===== src/rtl/dmem_port_arbiter_if.sv =====
// Bus bundle for dmem_port_arbiter: CPU Memory-stage port, DMA/loader port and RAM port.
// The slave modport is the arbiter's view; master is the surrounding requesters and RAM.
interface dmem_port_arbiter_if #(
  parameter int unsigned ADDR_W = 32,
  parameter int unsigned DATA_W = 32
);
  logic              cpu_rd;
  logic              cpu_wr;
  logic [ADDR_W-1:0] cpu_addr;
  logic [DATA_W-1:0] cpu_wdata;
  logic              cpu_stall;
  logic              cpu_rvalid;
  logic [DATA_W-1:0] cpu_rdata;

  logic              dma_req;
  logic              dma_we;
  logic [ADDR_W-1:0] dma_addr;
  logic [DATA_W-1:0] dma_wdata;
  logic              dma_gnt;
  logic              dma_rvalid;
  logic [DATA_W-1:0] dma_rdata;

  logic              mem_en;
  logic              mem_we;
  logic [ADDR_W-1:0] mem_addr;
  logic [DATA_W-1:0] mem_wdata;
  logic [DATA_W-1:0] mem_rdata;

  modport slave (
    input  cpu_rd, cpu_wr, cpu_addr, cpu_wdata,
    output cpu_stall, cpu_rvalid, cpu_rdata,
    input  dma_req, dma_we, dma_addr, dma_wdata,
    output dma_gnt, dma_rvalid, dma_rdata,
    output mem_en, mem_we, mem_addr, mem_wdata,
    input  mem_rdata
  );

  modport master (
    output cpu_rd, cpu_wr, cpu_addr, cpu_wdata,
    input  cpu_stall, cpu_rvalid, cpu_rdata,
    output dma_req, dma_we, dma_addr, dma_wdata,
    input  dma_gnt, dma_rvalid, dma_rdata,
    input  mem_en, mem_we, mem_addr, mem_wdata,
    output mem_rdata
  );
endinterface


===== src/rtl/dmem_port_arbiter.sv =====
// Data-memory port arbiter: CPU priority, starvation-forced DMA slot, 1-cycle read steering.
// Optional performance counters enabled by defining ARB_PERF_CNT_EN.
module dmem_port_arbiter #(
  parameter int unsigned ADDR_W     = 32,
  parameter int unsigned DATA_W     = 32,
  parameter int unsigned STARVE_MAX = 4
) (
  input logic                clk,
  input logic                reset,
  dmem_port_arbiter_if.slave bus
`ifdef ARB_PERF_CNT_EN
  ,
  output logic [31:0]        perf_cpu_stall_cnt,
  output logic [31:0]        perf_dma_gnt_cnt
`endif
);

  localparam logic [3:0] StarveMax = 4'(STARVE_MAX);

  typedef enum logic [1:0] {OwnNone, OwnCpu, OwnDma} owner_e;

  owner_e     rd_owner_q, rd_owner_d;
  logic [3:0] starve_cnt_q, starve_cnt_d;

  logic              cpu_req;
  logic              dma_win;
  logic              cpu_issue;
  logic              stall_int;
  logic              sel_en;
  logic              sel_we;
  logic [ADDR_W-1:0] sel_addr;
  logic [DATA_W-1:0] sel_wdata;

  assign cpu_req   = bus.cpu_rd | bus.cpu_wr;
  assign dma_win   = bus.dma_req & (~cpu_req | (starve_cnt_q == StarveMax));
  assign cpu_issue = cpu_req & ~dma_win;
  assign stall_int = cpu_req & dma_win;

  // RAM drive: the winner owns address, data and write enable; idle drives zeros.
  always_comb begin
    sel_en    = 1'b0;
    sel_we    = 1'b0;
    sel_addr  = '0;
    sel_wdata = '0;
    if (dma_win) begin
      sel_en    = 1'b1;
      sel_we    = bus.dma_we;
      sel_addr  = bus.dma_addr;
      sel_wdata = bus.dma_wdata;
    end else if (cpu_req) begin
      sel_en    = 1'b1;
      sel_we    = bus.cpu_wr;
      sel_addr  = bus.cpu_addr;
      sel_wdata = bus.cpu_wdata;
    end
  end

  always_comb begin
    rd_owner_d = OwnNone;
    if (dma_win && !bus.dma_we) begin
      rd_owner_d = OwnDma;
    end else if (cpu_issue && bus.cpu_rd && !bus.cpu_wr) begin
      rd_owner_d = OwnCpu;
    end
  end

  always_comb begin
    starve_cnt_d = starve_cnt_q;
    if (!bus.dma_req || dma_win) begin
      starve_cnt_d = 4'd0;
    end else if (starve_cnt_q != StarveMax) begin
      starve_cnt_d = starve_cnt_q + 4'd1;
    end
  end

  always_ff @(posedge clk) begin
    if (reset) begin
      rd_owner_q   <= OwnNone;
      starve_cnt_q <= 4'd0;
    end else begin
      rd_owner_q   <= rd_owner_d;
      starve_cnt_q <= starve_cnt_d;
    end
  end

  // Everything is held at zero while reset is high, including data returning from a read
  // issued just before reset.
  assign bus.mem_en     = ~reset & sel_en;
  assign bus.mem_we     = ~reset & sel_we;
  assign bus.mem_addr   = reset ? '0 : sel_addr;
  assign bus.mem_wdata  = reset ? '0 : sel_wdata;
  assign bus.dma_gnt    = ~reset & dma_win;
  assign bus.cpu_stall  = ~reset & stall_int;
  assign bus.cpu_rvalid = ~reset & (rd_owner_q == OwnCpu);
  assign bus.dma_rvalid = ~reset & (rd_owner_q == OwnDma);
  assign bus.cpu_rdata  = (!reset && rd_owner_q == OwnCpu) ? bus.mem_rdata : '0;
  assign bus.dma_rdata  = (!reset && rd_owner_q == OwnDma) ? bus.mem_rdata : '0;

`ifdef ARB_PERF_CNT_EN
  logic [31:0] perf_stall_q, perf_stall_d;
  logic [31:0] perf_gnt_q, perf_gnt_d;

  always_comb begin
    perf_stall_d = perf_stall_q + {31'd0, stall_int};
    perf_gnt_d   = perf_gnt_q + {31'd0, dma_win};
  end

  always_ff @(posedge clk) begin
    if (reset) begin
      perf_stall_q <= 32'd0;
      perf_gnt_q   <= 32'd0;
    end else begin
      perf_stall_q <= perf_stall_d;
      perf_gnt_q   <= perf_gnt_d;
    end
  end

  assign perf_cpu_stall_cnt = reset ? 32'd0 : perf_stall_q;
  assign perf_dma_gnt_cnt   = reset ? 32'd0 : perf_gnt_q;
`endif

endmodule

===== src/flat_wrapper.sv =====
// flat-port wrapper written by rule: the top's interface ports become plain ports
module dmem_port_arbiter_flat 
#(
  parameter int unsigned ADDR_W     = 32,
  parameter int unsigned DATA_W     = 32,
  parameter int unsigned STARVE_MAX = 4
)
  (clk, reset, bus_cpu_rd, bus_cpu_wr, bus_cpu_addr, bus_cpu_wdata, bus_cpu_stall, bus_cpu_rvalid, bus_cpu_rdata, bus_dma_req, bus_dma_we, bus_dma_addr, bus_dma_wdata, bus_dma_gnt, bus_dma_rvalid, bus_dma_rdata, bus_mem_en, bus_mem_we, bus_mem_addr, bus_mem_wdata, bus_mem_rdata);
  dmem_port_arbiter_if #(.ADDR_W(ADDR_W), .DATA_W(DATA_W)) bus_i ();
  input logic clk;
  input logic reset;
  input wire logic [$bits(bus_i.cpu_rd)-1:0] bus_cpu_rd;
  input wire logic [$bits(bus_i.cpu_wr)-1:0] bus_cpu_wr;
  input wire logic [$bits(bus_i.cpu_addr)-1:0] bus_cpu_addr;
  input wire logic [$bits(bus_i.cpu_wdata)-1:0] bus_cpu_wdata;
  output wire logic [$bits(bus_i.cpu_stall)-1:0] bus_cpu_stall;
  output wire logic [$bits(bus_i.cpu_rvalid)-1:0] bus_cpu_rvalid;
  output wire logic [$bits(bus_i.cpu_rdata)-1:0] bus_cpu_rdata;
  input wire logic [$bits(bus_i.dma_req)-1:0] bus_dma_req;
  input wire logic [$bits(bus_i.dma_we)-1:0] bus_dma_we;
  input wire logic [$bits(bus_i.dma_addr)-1:0] bus_dma_addr;
  input wire logic [$bits(bus_i.dma_wdata)-1:0] bus_dma_wdata;
  output wire logic [$bits(bus_i.dma_gnt)-1:0] bus_dma_gnt;
  output wire logic [$bits(bus_i.dma_rvalid)-1:0] bus_dma_rvalid;
  output wire logic [$bits(bus_i.dma_rdata)-1:0] bus_dma_rdata;
  output wire logic [$bits(bus_i.mem_en)-1:0] bus_mem_en;
  output wire logic [$bits(bus_i.mem_we)-1:0] bus_mem_we;
  output wire logic [$bits(bus_i.mem_addr)-1:0] bus_mem_addr;
  output wire logic [$bits(bus_i.mem_wdata)-1:0] bus_mem_wdata;
  input wire logic [$bits(bus_i.mem_rdata)-1:0] bus_mem_rdata;
  assign bus_i.cpu_rd = bus_cpu_rd;
  assign bus_i.cpu_wr = bus_cpu_wr;
  assign bus_i.cpu_addr = bus_cpu_addr;
  assign bus_i.cpu_wdata = bus_cpu_wdata;
  assign bus_cpu_stall = bus_i.cpu_stall;
  assign bus_cpu_rvalid = bus_i.cpu_rvalid;
  assign bus_cpu_rdata = bus_i.cpu_rdata;
  assign bus_i.dma_req = bus_dma_req;
  assign bus_i.dma_we = bus_dma_we;
  assign bus_i.dma_addr = bus_dma_addr;
  assign bus_i.dma_wdata = bus_dma_wdata;
  assign bus_dma_gnt = bus_i.dma_gnt;
  assign bus_dma_rvalid = bus_i.dma_rvalid;
  assign bus_dma_rdata = bus_i.dma_rdata;
  assign bus_mem_en = bus_i.mem_en;
  assign bus_mem_we = bus_i.mem_we;
  assign bus_mem_addr = bus_i.mem_addr;
  assign bus_mem_wdata = bus_i.mem_wdata;
  assign bus_i.mem_rdata = bus_mem_rdata;
  dmem_port_arbiter #(.ADDR_W(ADDR_W), .DATA_W(DATA_W), .STARVE_MAX(STARVE_MAX)) u_core (.clk(clk), .reset(reset), .bus(bus_i));
endmodule

===== config.mk =====
export PLATFORM = sky130hd
export DESIGN_NAME = dmem_port_arbiter_flat
export DESIGN_NICKNAME = d
export VERILOG_FILES = /design/src/rtl/dmem_port_arbiter_if.sv /design/src/rtl/dmem_port_arbiter.sv /design/src/flat_wrapper.sv
export SDC_FILE = /design/constraint.sdc
export NUM_CORES = 1
export LEC_CHECK = 0
export BUFFER_PORTS_ARGS = -buffer_cell sky130_fd_sc_hd__buf_2
export CAP_MARGIN = 10
export CORE_AREA = 2 2 115 117
export DETAILED_ROUTE_END_ITERATION = 6
export DIE_AREA = 0 0 117 119
export SLEW_MARGIN = 20
export SYNTH_ARGS = -nofsm -noshare
export SYNTH_HDL_FRONTEND = slang
export SYNTH_SLANG_ARGS = --single-unit

===== constraint.sdc =====
create_clock -name clk -period 2.05 [get_ports clk]
set_clock_uncertainty 0.05 [all_clocks]
set_input_delay 0.41 -clock clk [delete_from_list [all_inputs] [get_ports clk]]
set_output_delay 0.41 -clock clk [all_outputs]
set_load 0.005 [all_outputs]

==> flow_summary.toml, run 1 <==
[global_routing]
globalRouteOverflowTotal = 0
grt_use_total_pct = 11.8
antenna_found_initial = 0
grt_pass1_wl_mm = 13.2
grt_max_degree = 65
grt_pass1_vias = 2733

[floorplanning]
ioPinCount = 300
die_h_um = 119
core_um2 = 12900
start_util_pct = 17.1
row_count = 42
die_w_um = 117
design.die.area_um2 = 13900

[clocking]
clock_path_buffers = 2
cts_buffers = 3
clock_latency_ns = 0.23
cts_tree = "done"
htreeDepth = 1
cts_sinks = 6
path_clk_slew_ns = 0.03
cts-root-buf = "clkbuf_16"

[pwr]
switchingPower_mw = 0.332
p_leak_nw = 2.76
p_int_mw = 0.714
p_seq_share_pct = 11.7
peakVddDrop_v = 0.000242
p_clk_share_pct = 30.9
switching_share_pct = 31.7
p_per_area_nw_per_um2 = 246
combPwrFrac_pct = 57.4

[flow_run]
maxCapViolCount = 0

[setup_path]
reg2reg_setup_slack_ns = 0.54
worstSetupPathType = "flip-flop to output pin"
crit_fanout = 5
cp_slowest_cell = "dfxtp_2"
endpoint_kind = "output pin"
crit_buf_inv = 4
crit_chain = "inv_2, ha_4, and3b_2, o21ai_4, buf_6, buf_12, mux2i_2, buf_2"
cp.arrival_ns = 1.82
start_kind = "flip-flop"
cp_slowest_stage_delay_ns = 0.32
path_delay_family = "buffers and inverters"
crit_required_ns = 1.59

[worst_hold_path]
hp-class = "primary input to flip-flop"

[placement]
io_buffers = 299
dp_slack_ns = -0.0368
gp_congestion = 0.759
dpl.hpwl_mm = 6.97

[route]
drc = 0
routed_wl_mm = 9.60
vias_per_cell = 3.95
vias = 3140
drt_iter0_drc = 80
first_pass_iters = 4
wl_per_cell_um = 12.1
ant_nets = 0

[sta]
tightest_slew_ns = 0.248
slew_headroom_pct = 83.4
finalSetupViolations = 65
fin_ws_ns = -0.229
rsz0062_at_grt = "yes"
finalHoldViolCount = 0
slew_viol_final = 0
finalCriticalPeriod_ns = 2.28
min_period_over_period_pct = 111
max_freq_mhz = 439

[yosys]
synth.avg_cell_area_um2 = 6.85
synth_area_um2 = 2200
synth.net_count = 489
synthDistinctLibCells = 27
synth_warnings = 0
synth.yosys.seq_area_share_pct = 5.46
netlist_instances = 321
ys_seq_elements = 6

[status]
violations = "setup timing"
run_status = "finished, violations left"

[finish]
final_util_pct = 33.0
final_cell_mix = "buf_2, nand2b_1, nand2_1, and2_1, mux2i_1"
diodes = 0
synthToLayoutAreaGrowth_pct = 93.2
nets = 789
fillers = 1379
layout-drive-gt1-share_pct = 54.6
layout_commonest_cell = "buf_2"
-- Yosys cell counts --
library cell	instances	area [µm²]
nand2_1	64	240
xor2_1	1	8.76
or3_1	1	6.26
nor2_1	7	26.3
o21ba_2	1	10.0
o211ai_1	1	7.51
buf_6	1	11.3
xnor2_1	1	8.76
mux2i_1	64	641
a21oi_1	1	5.00
dfxtp_1	6	120
buf_4	4	30.0
nand2b_1	66	413
nor3b_2	2	25.0
and3b_1	1	8.76
and2_1	64	400
ha_1	2	25.0
o21ai_0	1	5.00
nor4_1	1	6.26
buf_2	7	35.0
nand3_1	1	5.00
buf_8	5	75.1
and4b_1	1	10.0
inv_1	4	15.0
o21ai_2	1	8.76
nor3_1	2	10.0
clkbuf_1	11	41.3
-- layer usage --
metal  track usage (%)  up-vias  part of all wire, %
met2              22.1      135                   52
met3              1.53        8                  6.2
met5                 0        -                    0
li1                  -     1618                    -
met1              13.9     1379                   41
met4              2.65        0                  1.1
-- final cells by class --
type / instances / area (µm²) / area share (%)
Tap cell: 176 / 220 / 5.18
Clock buffer: 3 / 75.1 / 1.77
Inverter: 4 / 15.0 / 0.353
Sequential cell: 6 / 123 / 2.89
Multi-Input combinational cell: 283 / 1910 / 44.9
Timing Repair Buffer: 323 / 1910 / 44.9
-- path summary, 6_finish.rpt --
check / endpoint / cells after the start / from
hold reg to reg: u_core.starve_cnt_q[0] / 2 / u_core.starve_cnt_q[0]
setup / recovery: bus_mem_addr[12] / 8 / u_core.starve_cnt_q[0]
hold / removal: u_core.rd_owner_q[1] / 2 / bus_dma_we
setup reg to reg: u_core.starve_cnt_q[3] / 6 / u_core.starve_cnt_q[0]
-- logic make-up (layout without fill, tap and decap cells) --
| family | after synthesis | in the layout | synth area share [%] |
|---|---|---|---|
| DFF | 6 | 6 | 5.46 |
| buffers and inverters | 32 | 330 | 9.45 |
| AOI/OAI and AO/OA | 5 | 5 | 1.65 |
| xor gates and xnor gates | 2 | 2 | 0.797 |
| muxes | 64 | 64 | 29.1 |
| adders and majority gates | 2 | 2 | 1.14 |
| and+or+nand+nor | 210 | 210 | 52.4 |
-- power groups by stage --
stage | clock network, mW | logic (mW) | registers, mW
3_3_place_gp | 0 | 0.551 | 0.123
6_report | 0.323 | 0.600 | 0.122
5_1_grt | 0.338 | 0.667 | 0.123
4_1_cts | 0.330 | 0.594 | 0.122
3_5_place_dp | 0 | 0.555 | 0.123
2_1_floorplan | 0 | 0.254 | 0.124
-- worst register-to-register path, cell delays in order (launching register included) --
cell and delay [ns]:
dfxtp_2 0.32, inv_2 0.04, ha_4 0.14, and3b_2 0.21, buf_4 0.14, or3_1 0.42, nor2_1 0.13
-- sequential cells by signal (all words and copies together), names as in the netlist --
| register | flops |
|---|---|
| u_core.rd_owner_q | 2 |
| u_core.starve_cnt_q | 4 |
-- stage by stage --
stage	hold WS (ns)	instances	setup TNS, ns	cell area, µm²	total power [mW]
CTS	0.315	792	-13.49	4180	1.05
global route	0.339	795	-17.95	4250	1.13
floorplan	0.380	321	0	2200	0.378
detailed placement	0.457	780	-0.107	3910	0.678
global placement	0.463	780	-0.0627	3910	0.674
finish	0.320	795	-11.09	4250	1.05
-- timing repair --
item / 4_1_cts / 5_1_grt
pin swaps: 2 / 2
gates resized for setup: 15 / 4
cloned: 4 / 3
setup endpoints to repair: 65 / 66
setup buffers: 6 / 1
hold buffers: 0 / 0
Power figures use the tool's default switching activity.
==> inputs of run 2 (changes only) <==
--- a/config.mk
+++ b/config.mk
@@ -10,6 +10,8 @@
 export CORE_AREA = 2 2 115 117
 export DETAILED_ROUTE_END_ITERATION = 6
 export DIE_AREA = 0 0 117 119
+export HOLD_SLACK_MARGIN = 0.1
+export PLACE_DENSITY = 0.57
 export SLEW_MARGIN = 20
 export SYNTH_ARGS = -nofsm -noshare
 export SYNTH_HDL_FRONTEND = slang
==> flow_summary.toml, run 2 (same netlist as run 1, synthesis figures left out) <==
[sta]
slew_viol_final = 0
rsz0062_at_grt = "yes"
finalCriticalPeriod_ns = 2.28
holdWs_ns = 0.312
min_period_over_period_pct = 111
finalSetupTns_ns = -12.05
finalHoldViolCount = 0
slew_headroom_pct = 81.4
fin_ws_ns = -0.226
tightest_slew_ns = 0.278
finalSetupViolations = 65
max_freq_mhz = 439

[global_routing]
grt_use_total_pct = 11.7
antenna_found_initial = 0
grt_pass1_wl_mm = 13.2
globalRouteOverflowTotal = 0
grt_max_degree = 37
grt_pass1_vias = 2834

[placement]
dp_slack_ns = -0.0247
dpl-instance-area_um2 = 3990
placed_cells = 791
io_buffers = 299
gp_congestion = 0.724
dpl.hpwl_mm = 7.62

[floorplanning]
row_count = 42
core_um2 = 12900
die_w_um = 117
die_h_um = 119
ioPinCount = 300
start_util_pct = 17.1
design.die.area_um2 = 13900

[pwr]
fin_total_pwr_mw = 1.00
peakVddDrop_v = 0.000164
p_leak_nw = 2.70
p_per_area_nw_per_um2 = 246

[finish]
top_regs = "u_core.starve_cnt_q x4, u_core.rd_owner_q x2"
fin_area_um2 = 4070
diodes = 0
layout_commonest_cell = "buf_2"
layout-drive-gt1-share_pct = 53.3
instances_no_fill = 795
largest_register_ffs = 4
synthToLayoutAreaGrowth_pct = 85.3
final_util_pct = 31.6
largest_register = "u_core.starve_cnt_q"
final_cell_mix = "buf_2, nand2b_1, nand2_1, mux2i_1, and2_1"
nets = 789

[route]
vias_per_cell = 3.93
ant_nets = 0
first_pass_iters = 4
drt_iter0_drc = 97
drc = 0
vias = 3128
routed_wl_mm = 9.06
wl_per_cell_um = 11.4

[worst_hold_path]
hp-class = "primary input to flip-flop"

[flow_run]
maxCapViolCount = 0

[setup_path]
start_kind = "flip-flop"
cp_slowest_cell = "dfxtp_1"
endpoint_kind = "output pin"
crit_fanout = 32
crit_required_ns = 1.59
crit_chain = "inv_1, ha_1, and3b_1, o21ai_4, buf_12, mux2i_1, buf_2"
worstSetupPathType = "flip-flop to output pin"
crit_buf_inv = 3
cp_slowest_stage_delay_ns = 0.31
path_delay_family = "buffers and inverters"
reg2reg_setup_slack_ns = 0.50
cp.arrival_ns = 1.82

[status]
run_status = "finished, violations left"
violations = "setup timing"

[clocking]
cts_tree = "done"
htreeDepth = 1
cts_sinks = 6
clock_latency_ns = 0.23
clock_path_buffers = 2
cts-root-buf = "clkbuf_16"
cts_buffers = 3
path_clk_slew_ns = 0.04
[run 2: changes by cell type in the layout (fill, tap and decap cells not counted), sizes merged]
cell	previous run	this run
buf	320	323
clkbuf	6	3
[run 2: layout make-up]
cell class,count,area (µm²)
Multi-Input combinational cell,283,1880
Tap cell,176,220
Sequential cell,6,120
Fill cell,1412,8800
Clock buffer,3,75.1
Inverter,4,15.0
Timing Repair Buffer,323,1760
[run 2: repair_timing]
item / 4_1_cts / 5_1_grt
buffers inserted: 1 / 0
gates resized for setup: 0 / 0
pin swaps: 0 / 0
hold buffers: 0 / 0
endpoints found under the setup margin: 65 / 65
[run 2: final timing paths]
path / from / end / cells past startpoint
setup / recovery: u_core.starve_cnt_q[0] / bus_mem_addr[31] / 7
hold / removal: bus_dma_we / u_core.rd_owner_q[1] / 2
setup reg to reg: u_core.starve_cnt_q[0] / u_core.starve_cnt_q[2] / 6
hold reg to reg: u_core.starve_cnt_q[0] / u_core.starve_cnt_q[0] / 2
[run 2: worst reg2reg max path, stage by stage (launching register included)]
cell	delay, ns
dfxtp_1	0.31
inv_1	0.04
ha_1	0.19
and3b_1	0.20
buf_4	0.15
or3_1	0.42
nor2_1	0.12
[run 2: power breakdown]
part	switching, mW	total, mW	internal, mW
sequential	0.00136	0.122	0.120
combinational	0.247	0.567	0.320
clock	0.0640	0.314	0.250
[run 2: layer usage]
layer / share of wire, % / track usage, % / vias to the layer above / wire length (µm)
met5: 0 / 0 / - / 0
met4: 0.98 / 2.50 / 0 / 89
met3: 6.9 / 1.07 / 10 / 621
met2: 50 / 21.7 / 152 / 4560
met1: 42 / 14.3 / 1350 / 3790
li1: - / - / 1616 / -
